### src/rtl/wb_arb_pkg.sv
// -----------------------------------------------------------------------------
// wb_arb_pkg
// Shared definitions for the two-master Wishbone arbiter: bus widths, the
// arbiter state encoding, the one-hot grant codes and the state->grant decode.
// -----------------------------------------------------------------------------
package wb_arb_pkg;

  localparam int unsigned WB_ADR_W = 32;
  localparam int unsigned WB_DAT_W = 32;
  localparam int unsigned WB_SEL_W = 4;

  typedef enum logic [1:0] {
    ARB_IDLE = 2'd0,
    ARB_OWN0 = 2'd1,
    ARB_OWN1 = 2'd2
  } arb_state_e;

  // Grant is one-hot {m1, m0}; all-zero means nobody owns the bus.
  localparam logic [1:0] GRANT_NONE = 2'b00;
  localparam logic [1:0] GRANT_M0   = 2'b01;
  localparam logic [1:0] GRANT_M1   = 2'b10;

  function automatic logic [1:0] grant_of(arb_state_e s);
    case (s)
      ARB_OWN0: return GRANT_M0;
      ARB_OWN1: return GRANT_M1;
      default:  return GRANT_NONE;
    endcase
  endfunction

endpackage

### src/rtl/wb_arbiter_2_if.sv
// -----------------------------------------------------------------------------
// wb_arbiter_2_if
// One Wishbone classic link. The master modport drives the request side
// (cyc/stb/we/sel/adr/dat_w) and receives dat_r/ack/err; the slave modport is
// the mirror image.
// -----------------------------------------------------------------------------
interface wb_arbiter_2_if;
  import wb_arb_pkg::*;

  logic                cyc;
  logic                stb;
  logic                we;
  logic [WB_SEL_W-1:0] sel;
  logic [WB_ADR_W-1:0] adr;
  logic [WB_DAT_W-1:0] dat_w;
  logic [WB_DAT_W-1:0] dat_r;
  logic                ack;
  logic                err;

  modport master (
    output cyc, stb, we, sel, adr, dat_w,
    input  dat_r, ack, err
  );

  modport slave (
    input  cyc, stb, we, sel, adr, dat_w,
    output dat_r, ack, err
  );

endinterface

### src/rtl/wb_timeout_ctr.sv
// -----------------------------------------------------------------------------
// wb_timeout_ctr
// Bus watchdog counter. Counts cycles while inc is high, returns to zero on
// clr (clr wins over inc), and raises expire while the count equals LIMIT.
// LIMIT = 0 disables expiry entirely. LIMIT must be below 2**BITS.
//
// Ports:
//   clk    in  clock
//   rst    in  synchronous active-high reset
//   clr    in  clear the count this cycle
//   inc    in  advance the count this cycle
//   expire out count has reached LIMIT
// -----------------------------------------------------------------------------
module wb_timeout_ctr #(
  parameter int unsigned LIMIT = 255,
  parameter int unsigned BITS  = 8
) (
  input  logic clk,
  input  logic rst,
  input  logic clr,
  input  logic inc,
  output logic expire
);

  localparam logic [BITS-1:0] LIMIT_V = BITS'(LIMIT);

  logic [BITS-1:0] cnt_q, cnt_d;

  always_comb begin
    // NOTE: cnt_d gets a default before any branch so no path leaves it
    // unassigned, which would otherwise infer a latch.
    cnt_d = cnt_q;
    if (clr) begin
      cnt_d = '0;
    end else if (inc) begin
      cnt_d = cnt_q + 1'b1;
    end
  end

  // NOTE: state flops use non-blocking assignment so every flop samples the
  // pre-edge values, independent of block evaluation order.
  always_ff @(posedge clk) begin
    if (rst) begin
      cnt_q <= '0;
    end else begin
      cnt_q <= cnt_d;
    end
  end

  assign expire = (LIMIT != 0) && (cnt_q == LIMIT_V);

endmodule

### src/rtl/wb_arbiter_2.sv
// -----------------------------------------------------------------------------
// wb_arbiter_2
// Two-master, one-slave Wishbone arbiter with a bus-timeout watchdog.
// Ownership is held for the whole cyc of the winning master; contention out
// of IDLE is resolved round robin against the previous owner. A stalled
// strobe that waits TIMEOUT_CYCLES cycles is aborted with a one-cycle err
// to the owner so an unmapped slave can never lock the bus.
//
// Ports:
//   wb_clk_i   in   bus clock
//   wb_rst_i   in   synchronous active-high reset
//   wbm0       slave modport  master 0 (Caravel) link
//   wbm1       slave modport  master 1 (on-chip) link
//   wbs        master modport shared peripheral slave link (err unused)
//   grant_o    out  registered one-hot owner {m1,m0}, 00 = idle
//   timeout_o  out  one-cycle pulse on a watchdog abort
// -----------------------------------------------------------------------------
module wb_arbiter_2
  import wb_arb_pkg::*;
#(
  parameter int unsigned TIMEOUT_CYCLES = 255,
  parameter int unsigned TIMEOUT_BITS   = 8,
  parameter bit          PRIO_M0_FIRST  = 1'b1
) (
  input  logic           wb_clk_i,
  input  logic           wb_rst_i,
  wb_arbiter_2_if.slave  wbm0,
  wb_arbiter_2_if.slave  wbm1,
  wb_arbiter_2_if.master wbs,
  output logic [1:0]     grant_o,
  output logic           timeout_o
);

  // Pointer reset value: claiming m1 owned last makes m0 win the first tie.
  localparam logic LAST_M1_RST = PRIO_M0_FIRST;

  arb_state_e state_q, state_d;
  logic       last_m1_q, last_m1_d;
  logic [1:0] grant_q, grant_d;

  logic own0, own1;
  logic owner_cyc, owner_stb;
  logic wd_clr, wd_inc, wd_expire, abort;

  // --------------------------------------------------------------------------
  // Ownership FSM
  // --------------------------------------------------------------------------
  always_comb begin
    state_d   = state_q;
    last_m1_d = last_m1_q;
    unique case (state_q)
      ARB_IDLE: begin
        if (wbm0.cyc && wbm1.cyc) begin
          state_d = last_m1_q ? ARB_OWN0 : ARB_OWN1;
        end else if (wbm0.cyc) begin
          state_d = ARB_OWN0;
        end else if (wbm1.cyc) begin
          state_d = ARB_OWN1;
        end
      end
      ARB_OWN0: begin
        if (!wbm0.cyc) begin
          state_d   = ARB_IDLE;
          last_m1_d = 1'b0;
        end
      end
      ARB_OWN1: begin
        if (!wbm1.cyc) begin
          state_d   = ARB_IDLE;
          last_m1_d = 1'b1;
        end
      end
      default: state_d = ARB_IDLE;
    endcase
    // Grant is registered from the next state so it always matches state_q.
    grant_d = grant_of(state_d);
  end

  always_ff @(posedge wb_clk_i) begin
    if (wb_rst_i) begin
      state_q   <= ARB_IDLE;
      last_m1_q <= LAST_M1_RST;
      grant_q   <= GRANT_NONE;
    end else begin
      state_q   <= state_d;
      last_m1_q <= last_m1_d;
      grant_q   <= grant_d;
    end
  end

  assign own0 = (state_q == ARB_OWN0);
  assign own1 = (state_q == ARB_OWN1);

  assign owner_cyc = (own0 & wbm0.cyc) | (own1 & wbm1.cyc);
  assign owner_stb = (own0 & wbm0.stb) | (own1 & wbm1.stb);

  // --------------------------------------------------------------------------
  // Watchdog: counts cycles an owner strobe waits for ack. The abort cycle
  // itself clears the count so a master that keeps strobing gets a fresh
  // window rather than a continuous err.
  // --------------------------------------------------------------------------
  assign wd_inc = owner_cyc & owner_stb & ~wbs.ack;
  assign wd_clr = ~(owner_cyc & owner_stb) | wbs.ack | abort;

  wb_timeout_ctr #(
    .LIMIT (TIMEOUT_CYCLES),
    .BITS  (TIMEOUT_BITS)
  ) u_timeout_ctr (
    .clk    (wb_clk_i),
    .rst    (wb_rst_i),
    .clr    (wd_clr),
    .inc    (wd_inc),
    .expire (wd_expire)
  );

  assign abort = wd_expire & (own0 | own1);

  // --------------------------------------------------------------------------
  // Slave-side mux: owner's request, all zero when idle; cyc/stb are pulled
  // low in the abort cycle so the slave sees the access end.
  // --------------------------------------------------------------------------
  always_comb begin
    wbs.we    = 1'b0;
    wbs.sel   = '0;
    wbs.adr   = '0;
    wbs.dat_w = '0;
    if (own0) begin
      wbs.we    = wbm0.we;
      wbs.sel   = wbm0.sel;
      wbs.adr   = wbm0.adr;
      wbs.dat_w = wbm0.dat_w;
    end else if (own1) begin
      wbs.we    = wbm1.we;
      wbs.sel   = wbm1.sel;
      wbs.adr   = wbm1.adr;
      wbs.dat_w = wbm1.dat_w;
    end
  end

  assign wbs.cyc = owner_cyc & ~abort;
  assign wbs.stb = owner_stb & ~abort;

  // --------------------------------------------------------------------------
  // Master-side returns: only the owner ever sees data, ack or err. An ack
  // that lands on the abort cycle is dropped so ack and err never coincide.
  // --------------------------------------------------------------------------
  assign wbm0.dat_r = own0 ? wbs.dat_r : '0;
  assign wbm0.ack   = own0 & wbs.ack & wbm0.stb & ~abort;
  assign wbm0.err   = own0 & abort;

  assign wbm1.dat_r = own1 ? wbs.dat_r : '0;
  assign wbm1.ack   = own1 & wbs.ack & wbm1.stb & ~abort;
  assign wbm1.err   = own1 & abort;

  assign grant_o   = grant_q;
  assign timeout_o = abort;

  // The shared slave has no error return of its own.
  logic unused_wbs_err;
  assign unused_wbs_err = wbs.err;

endmodule

### src/flat_wrapper.sv
// flat-port wrapper written by rule: the top's interface ports become plain ports
module wb_arbiter_2_flat import wb_arb_pkg::*;
#(
  parameter int unsigned TIMEOUT_CYCLES = 255,
  parameter int unsigned TIMEOUT_BITS   = 8,
  parameter bit          PRIO_M0_FIRST  = 1'b1
)
  (wb_clk_i, wb_rst_i, grant_o, timeout_o, wbm0_cyc, wbm0_stb, wbm0_we, wbm0_sel, wbm0_adr, wbm0_dat_w, wbm0_dat_r, wbm0_ack, wbm0_err, wbm1_cyc, wbm1_stb, wbm1_we, wbm1_sel, wbm1_adr, wbm1_dat_w, wbm1_dat_r, wbm1_ack, wbm1_err, wbs_cyc, wbs_stb, wbs_we, wbs_sel, wbs_adr, wbs_dat_w, wbs_dat_r, wbs_ack, wbs_err);
  wb_arbiter_2_if wbm0_i ();
  wb_arbiter_2_if wbm1_i ();
  wb_arbiter_2_if wbs_i ();
  input  logic wb_clk_i;
  input  logic wb_rst_i;
  output logic [1:0] grant_o;
  output logic timeout_o;
  input wire logic [$bits(wbm0_i.cyc)-1:0] wbm0_cyc;
  input wire logic [$bits(wbm0_i.stb)-1:0] wbm0_stb;
  input wire logic [$bits(wbm0_i.we)-1:0] wbm0_we;
  input wire logic [$bits(wbm0_i.sel)-1:0] wbm0_sel;
  input wire logic [$bits(wbm0_i.adr)-1:0] wbm0_adr;
  input wire logic [$bits(wbm0_i.dat_w)-1:0] wbm0_dat_w;
  output wire logic [$bits(wbm0_i.dat_r)-1:0] wbm0_dat_r;
  output wire logic [$bits(wbm0_i.ack)-1:0] wbm0_ack;
  output wire logic [$bits(wbm0_i.err)-1:0] wbm0_err;
  input wire logic [$bits(wbm1_i.cyc)-1:0] wbm1_cyc;
  input wire logic [$bits(wbm1_i.stb)-1:0] wbm1_stb;
  input wire logic [$bits(wbm1_i.we)-1:0] wbm1_we;
  input wire logic [$bits(wbm1_i.sel)-1:0] wbm1_sel;
  input wire logic [$bits(wbm1_i.adr)-1:0] wbm1_adr;
  input wire logic [$bits(wbm1_i.dat_w)-1:0] wbm1_dat_w;
  output wire logic [$bits(wbm1_i.dat_r)-1:0] wbm1_dat_r;
  output wire logic [$bits(wbm1_i.ack)-1:0] wbm1_ack;
  output wire logic [$bits(wbm1_i.err)-1:0] wbm1_err;
  output wire logic [$bits(wbs_i.cyc)-1:0] wbs_cyc;
  output wire logic [$bits(wbs_i.stb)-1:0] wbs_stb;
  output wire logic [$bits(wbs_i.we)-1:0] wbs_we;
  output wire logic [$bits(wbs_i.sel)-1:0] wbs_sel;
  output wire logic [$bits(wbs_i.adr)-1:0] wbs_adr;
  output wire logic [$bits(wbs_i.dat_w)-1:0] wbs_dat_w;
  input wire logic [$bits(wbs_i.dat_r)-1:0] wbs_dat_r;
  input wire logic [$bits(wbs_i.ack)-1:0] wbs_ack;
  input wire logic [$bits(wbs_i.err)-1:0] wbs_err;
  assign wbm0_i.cyc = wbm0_cyc;
  assign wbm0_i.stb = wbm0_stb;
  assign wbm0_i.we = wbm0_we;
  assign wbm0_i.sel = wbm0_sel;
  assign wbm0_i.adr = wbm0_adr;
  assign wbm0_i.dat_w = wbm0_dat_w;
  assign wbm0_dat_r = wbm0_i.dat_r;
  assign wbm0_ack = wbm0_i.ack;
  assign wbm0_err = wbm0_i.err;
  assign wbm1_i.cyc = wbm1_cyc;
  assign wbm1_i.stb = wbm1_stb;
  assign wbm1_i.we = wbm1_we;
  assign wbm1_i.sel = wbm1_sel;
  assign wbm1_i.adr = wbm1_adr;
  assign wbm1_i.dat_w = wbm1_dat_w;
  assign wbm1_dat_r = wbm1_i.dat_r;
  assign wbm1_ack = wbm1_i.ack;
  assign wbm1_err = wbm1_i.err;
  assign wbs_cyc = wbs_i.cyc;
  assign wbs_stb = wbs_i.stb;
  assign wbs_we = wbs_i.we;
  assign wbs_sel = wbs_i.sel;
  assign wbs_adr = wbs_i.adr;
  assign wbs_dat_w = wbs_i.dat_w;
  assign wbs_i.dat_r = wbs_dat_r;
  assign wbs_i.ack = wbs_ack;
  assign wbs_i.err = wbs_err;
  wb_arbiter_2 #(.TIMEOUT_CYCLES(TIMEOUT_CYCLES), .TIMEOUT_BITS(TIMEOUT_BITS), .PRIO_M0_FIRST(PRIO_M0_FIRST)) u_core (.wb_clk_i(wb_clk_i), .wb_rst_i(wb_rst_i), .wbm0(wbm0_i), .wbm1(wbm1_i), .wbs(wbs_i), .grant_o(grant_o), .timeout_o(timeout_o));
endmodule
### config.mk
export PLATFORM = sky130hd
export DESIGN_NAME = wb_arbiter_2_flat
export DESIGN_NICKNAME = d
export VERILOG_FILES = /design/src/rtl/wb_arb_pkg.sv /design/src/rtl/wb_arbiter_2_if.sv /design/src/rtl/wb_timeout_ctr.sv /design/src/rtl/wb_arbiter_2.sv /design/src/flat_wrapper.sv
export SDC_FILE = /design/constraint.sdc
export NUM_CORES = 1
export LEC_CHECK = 0
export CORE_AREA = 10 10 116 118
export CTS_BUF_LIST = sky130_fd_sc_hd__clkbuf_16
export DETAILED_ROUTE_END_ITERATION = 6
export DIE_AREA = 0 0 126 128
export DONT_BUFFER_PORTS = 1
export GPL_TIMING_DRIVEN = 0
export RECOVER_POWER = 100
export SYNTH_ARGS = -nofsm -noshare
export SYNTH_HDL_FRONTEND = slang
export SYNTH_HIERARCHICAL = 1
export SYNTH_SLANG_ARGS = --single-unit
### constraint.sdc
create_clock -name wb_clk_i -period 2.2 [get_ports wb_clk_i]
set_clock_uncertainty 0.05 [all_clocks]
set_input_delay 0.33 -clock wb_clk_i [delete_from_list [all_inputs] [get_ports wb_clk_i]]
set_output_delay 0.33 -clock wb_clk_i [all_outputs]
set_load 0.01 [all_outputs]
== Word level (Yosys, flattened, before mapping) ==
Index checks and enable logic that the tools add are counted.
Widths: inputs -> output; s select.

* Bits of input ports: 178
* Bits in registers: 13

* Equal/unequal tests: 7
* Mux-type cells: 21
* Bitwise gates (word level): 25
* Add/sub/neg operators: 1
* Reductions and logical operators: 5

{| class="wikitable"
|+ Operator list
! kind !! number
|-
| $mux 32 || 6
|-
| $and 1x1->1 || 17
|-
| $mux 2 || 6
|-
| $add 8x1->8 const B || 1
|-
| $eq 8x8->1 const B || 1
|-
| $mux 4 || 2
|-
| $pmux 2 s3 || 1
|-
| $or 1x1->1 || 5
|-
| $eq 2x1->1 const B || 2
|-
| $eq 2x2->1 const B || 2
|-
| $mux 1 || 4
|-
| $ne 2x2->1 const B || 2
|-
| $pmux 2 s2 || 1
|-
| $not 1->1 || 3
|-
| $reduce_and 3->1 || 1
|-
| $logic_not 2->1 || 1
|-
| $pmux 1 s2 || 1
|-
| $reduce_bool 2->1 || 1
|-
| $reduce_or 2->1 || 1
|-
| $logic_and 1x1->1 || 1
|}

== Longest topological paths before layout ==
* Word-level depth: 8
* Gate-level depth with buffers: 9
* Gate-level depth less buffers: 8

== By module ==
The synthesis kept the hierarchy.

{| class="wikitable"
|+ By module, submodules not included
! module !! sequential area each (um^2) !! area an instance (um^2) !! cells each !! instances
|-
| wb_arbiter_2 || 100.1 || 1466.4 || 199 || 1
|-
| wb_timeout_ctr || 160.2 || 354.1 || 40 || 1
|}

== Worst setup path before layout ==
No wires, ideal clock.

* Path type: register to output
* Start point: register u_core.state_q[1]
* End point: output wbs_adr[24]
* Required time: 1820 ps
* Slack: 290 ps
* Stages on the path, launching flop included: 9
* Arrival: 1530 ps
* Buffers on the path: 4
* Cells stage by stage: dfxtp_1 -> inv_1 -> ha_1 -> buf_2 -> nor2b_1 -> buf_2 -> buf_2 -> buf_2 -> a22o_1

* Word-level cells in the longest chain between the ends: 3
* Elaborated cells between the ends (all ways): 4
* Classes of those cells: eq/ne: 2; mux: 2

{| class="wikitable"
|+ RTL lines
! element !! line !! text
|-
| start, declared || wb_arbiter_2.sv:37 || <nowiki>arb_state_e state_q, state_d;</nowiki>
|-
| start signal, assigned || wb_arbiter_2.sv:85 || <nowiki>state_q <= state_d;</nowiki>
|-
| $eq 2x2->1 || wb_arbiter_2.sv:92 || <nowiki>assign own1 = (state_q == ARB_OWN1);</nowiki>
|-
| $mux 32 || wb_arbiter_2.sv:132 || <nowiki>end else if (own1) begin</nowiki>
|-
| $mux 32 * || wb_arbiter_2.sv:127 || <nowiki>if (own0) begin</nowiki>
|-
| end, declared || flat_wrapper.sv:38 || <nowiki>output wire logic [$bits(wbs_i.adr)-1:0] wbs_adr;</nowiki>
|}

Mark *: on every way between the ends. The rest lies on a longest branch, timed or not.

== Worst setup path after layout ==
* Start point: register u_core.state_q[1]
* End point: output wbs_adr[5]

Same word-level chain as after synthesis.

==> flow_metrics.py <==
metrics = {
    "status": {
        "outcome": "complete, no violations",
    },
    "synthesis": {
        "synth.ff_latch_count": 13,
        "netlist_instances": 239,
        "synth_top_family_by_area": "compound AO/OA/AOI/OAI gates",
        "synth_fa_ha_area_share_pct": 4.12,
        "syn-cell-area_mm2": 0.00182,
        "synth_cell_type_count": 32,
        "yosys-mux-area-fraction_pct": 0.550,
        "synth_sequential_area_ratio_pct": 14.3,
        "syn-num-nets": 423,
        "synth-warning-count": 6,
        "synth_area_per_cell_um2": 7.62,
        "basic_gate_share_of_the_synthesized_area_counting_and_or_nand_and_nor_cells_pct": 34.7,
        "synth-xor-area-share_pct": 1.92,
        "synth-compound-area-share_pct": 38.1,
    },
    "setup_path": {
        "ff2ff_setup_slack_ns": 0.18,
        "crit_path_start": "u_core/state_q[1]",
        "setup.worst_path.end_class": "output pin",
        "critical_path.reg2reg.endpoint": "u_core/u_timeout_ctr/cnt_q[4]",
        "setup.worst_path.start_class": "register",
        "crit_required_ns": 1.82,
        "worst-path-max-fanout": 10,
        "r2r_start": "u_core/state_q[0]",
        "reg2regPathDepth": 8,
        "worstSetupPathType": "register to output pin",
        "worst_ep_arrival_time_ns": 1.74,
    },
    "worst_hold_path": {
        "worst_hold_startpoint": "wb_rst_i",
        "worst_hold_path_type": "input pin to register",
        "whs_endpoint": "u_core/state_q[0]",
        "min_path_cells": 1,
    },
    "timing": {
        "fmaxAchievable_mhz": 473,
        "worstMarginPinSlew_ns": 0.497,
        "grt_setup_unrepaired": "false",
        "report.final.hold_viol_count": 0,
        "final.period_utilization_pct": 96.1,
        "setup_slack_ns": 0.0848,
        "period_needed_ns": 2.12,
        "finalMaxSlewViolations": 0,
        "setup_viol": 0,
        "max_slew_margin_pct": 66.9,
    },
    "global_route": {
        "grt_max_degree": 11,
        "global_router_s_overall_resource_usage_pct": 13.1,
        "grt-ovfl-total": 0,
        "grt_antenna_before_repair": 0,
        "grt_pass1_vias": 2070,
        "global_route_wire_length_before_repair_um": 16500,
    },
    "cts": {
        "clk_root_buffer_cell": "sky130_fd_sc_hd__clkbuf_16",
        "tritoncts.num_buffers": 3,
        "ctsHoldBuffers": 0,
        "clock_path_buffers": 2,
        "clock_latency_late_sink_ns": 0.24,
        "post-cts-setup-buffer-count": 0,
        "path_clk_slew_ns": 0.04,
        "clock_h_tree_levels": 1,
        "cts_tree": "done",
        "cts.sinks": 13,
    },
    "pwr": {
        "power_per_cell_area_mw_per_mm2": 605,
        "lkg_pwr_uw": 0.000845,
        "fin_total_pwr_uw": 1380,
        "vdd_drop_max_v": 0.000451,
    },
    "drt": {
        "maxUsedRoutingLayer": "met4",
        "drt-met1-wl_um": 4220,
        "route.met3.wl_um": 1750,
        "routed_wl_um": 12400,
        "drtIter0Drc": 173,
        "drc": 0,
        "drt-vias-per-instance": 5.55,
        "dr_wl_met2_um": 6200,
        "post_route_ant_nets": 0,
        "drt-wirelength-per-cell_um": 32.2,
        "num_vias": 2144,
        "drtPass1Iterations": 5,
    },
    "floorplanning": {
        "floorplan.die.width_um": 126,
        "dieHeight_um": 128,
        "io_pins": 320,
        "die_outline_area_mm2": 0.0161,
        "start_util_pct": 16.2,
        "core-area_mm2": 0.0112,
        "placement_rows": 39,
    },
    "final_layout": {
        "antenna_cells": 0,
        "drive_gt1_share_pct": 18.1,
        "total_number_of_nets_in_the_final_design": 428,
        "syn2layout_area_growth_pct": 24.9,
        "filler_cell_count": 1260,
    },
    "placed_design": {
        "placement.io_buffers": 0,
        "hpwlAfterDp_um": 11000,
        "gpl.final_weighted_congestion": 0.922,
        "place_ws_ns": -0.192,
    },
    "flow_run": {
        "cap_violations": 0,
    },
}
## where the power goes
group	internal (uW)	switching (uW)
combinational	284	491
sequential	250	14.5
clock	239	96.6
## sequential cells by signal, indices dropped and copies added (netlist names)
signal	count
u_core/state_q	2
u_core/grant_o	2
u_core/last_m1_q	1
u_core/u_timeout_ctr/cnt_q	8
## cell type report
cell class              instances  area, um2  share of cell area [%]
multi-input cells             198       1560                    68.7
inverters                       2       7.51                   0.330
clock inverters                 1       3.75                   0.165
flip-flops and latches         13        265                    11.7
well taps                     143        179                    7.87
plain buffers                  25        176                    7.76
clock buffers                   3       75.1                    3.30
repair buffers                  1       5.00                   0.220
## worst max-delay path, stage by stage, from the launching register on
cell and delay, ns:
sky130_fd_sc_hd__dfxtp_4 0.36, sky130_fd_sc_hd__inv_2 0.06, sky130_fd_sc_hd__ha_1 0.18, sky130_fd_sc_hd__buf_6 0.14, sky130_fd_sc_hd__nor2b_1 0.14, sky130_fd_sc_hd__buf_6 0.17
sky130_fd_sc_hd__clkbuf_4 0.21, sky130_fd_sc_hd__a22o_1 0.23
## kinds of logic (layout without fill, tap and decap cells)
kind of cell / Yosys count / in the layout
XOR/XNOR: 4 / 4
AND/OR/NAND/NOR: 106 / 106
buffers and inverters: 28 / 32
flip-flops: 13 / 13
adder cells (fa/ha/maj): 6 / 6
AO/OA/AOI/OAI: 81 / 81
multiplexers: 1 / 1
## timing repair
item | in CTS | in global routing
gates cloned | 1 | 0
endpoints found under the setup margin | 109 | 95
resized for setup | 44 | 21
## per-layer routing
layer,vias to the layer above,track usage (%)
li1,888,-
met1,1016,14.7
met2,218,22.3
met3,22,6.58
met4,0,1.41
met5,-,0
## per-stage QoR
step | TNS [ns] | cells | util (%) | hold slack (ns) | area (um2)
floorplan | 0 | 239 | - | 0.354 | 1820
global placement | -2.50 | 382 | 17.8 | 0.359 | 2000
detailed placement | -5.93 | 382 | 17.8 | 0.361 | 2000
CTS | -0.0744 | 386 | 20.5 | 0.102 | 2300
global route | 0 | 386 | 20.3 | 0.101 | 2270
finish | 0 | 386 | 20.3 | 0.107 | 2270
## cell usage after synthesis (all sizes together)
master / count / area [um2]
nand3: 3 / 15.0
and2: 67 / 419
clkbuf: 18 / 67.6
a22o: 70 / 613
nor3: 3 / 15.0
nor2b: 2 / 12.5
or2: 2 / 12.5
nand4: 4 / 31.3
nor2: 11 / 41.3
xnor2: 1 / 8.76
mux2i: 1 / 10.0
or3: 3 / 18.8
xor2: 3 / 26.3
a21oi: 3 / 15.0
nand2b: 1 / 6.26
nand3b: 1 / 7.51
and3: 1 / 6.26
dfxtp: 13 / 260
buf: 8 / 38.8
a222oi: 1 / 10.0
a221o: 1 / 10.0
ha: 6 / 75.1
a22oi: 2 / 20.0
nand2: 6 / 22.5
o21ai: 3 / 15.0
nor4b: 2 / 23.8
inv: 2 / 7.51
o221a: 1 / 11.3
## how the worst max path moves through the flow
| stage | end | slack (ns) | depth (start not counted) |
|---|---|---|---|
| floorplan | wbs_adr[24] | 0.29 | 8 |
| global placement | wbs_adr[17] | -0.14 | 7 |
| detailed placement | wbs_adr[17] | -0.19 | 7 |
| CTS | wbs_dat_w[30] | -0.03 | 5 |
| global route | wbs_dat_w[30] | 0.009 | 7 |
| finish | wbs_adr[5] | 0.08 | 7 |
## cells in the final DEF (no fill, tap or decap), types with 3 or more instances in the layout
master	Yosys	routed
sky130_fd_sc_hd__and2_0	0	54
sky130_fd_sc_hd__clkbuf_4	0	4
sky130_fd_sc_hd__dfxtp_1	13	11
sky130_fd_sc_hd__or3_1	3	3
sky130_fd_sc_hd__clkbuf_16	0	3
sky130_fd_sc_hd__ha_1	6	5
sky130_fd_sc_hd__a22o_1	70	56
sky130_fd_sc_hd__nor2_1	11	10
sky130_fd_sc_hd__clkbuf_1	18	8
sky130_fd_sc_hd__nand4_1	3	3
sky130_fd_sc_hd__buf_6	0	3
sky130_fd_sc_hd__a21oi_1	3	3
sky130_fd_sc_hd__nand3_1	3	3
sky130_fd_sc_hd__clkbuf_2	0	4
sky130_fd_sc_hd__nor3_1	3	3
sky130_fd_sc_hd__and2_1	67	13
sky130_fd_sc_hd__o21ai_0	3	3
sky130_fd_sc_hd__xor2_1	3	3
sky130_fd_sc_hd__a22o_4	0	14
sky130_fd_sc_hd__nand2_1	6	6
(Power assumes the default switching activity.)
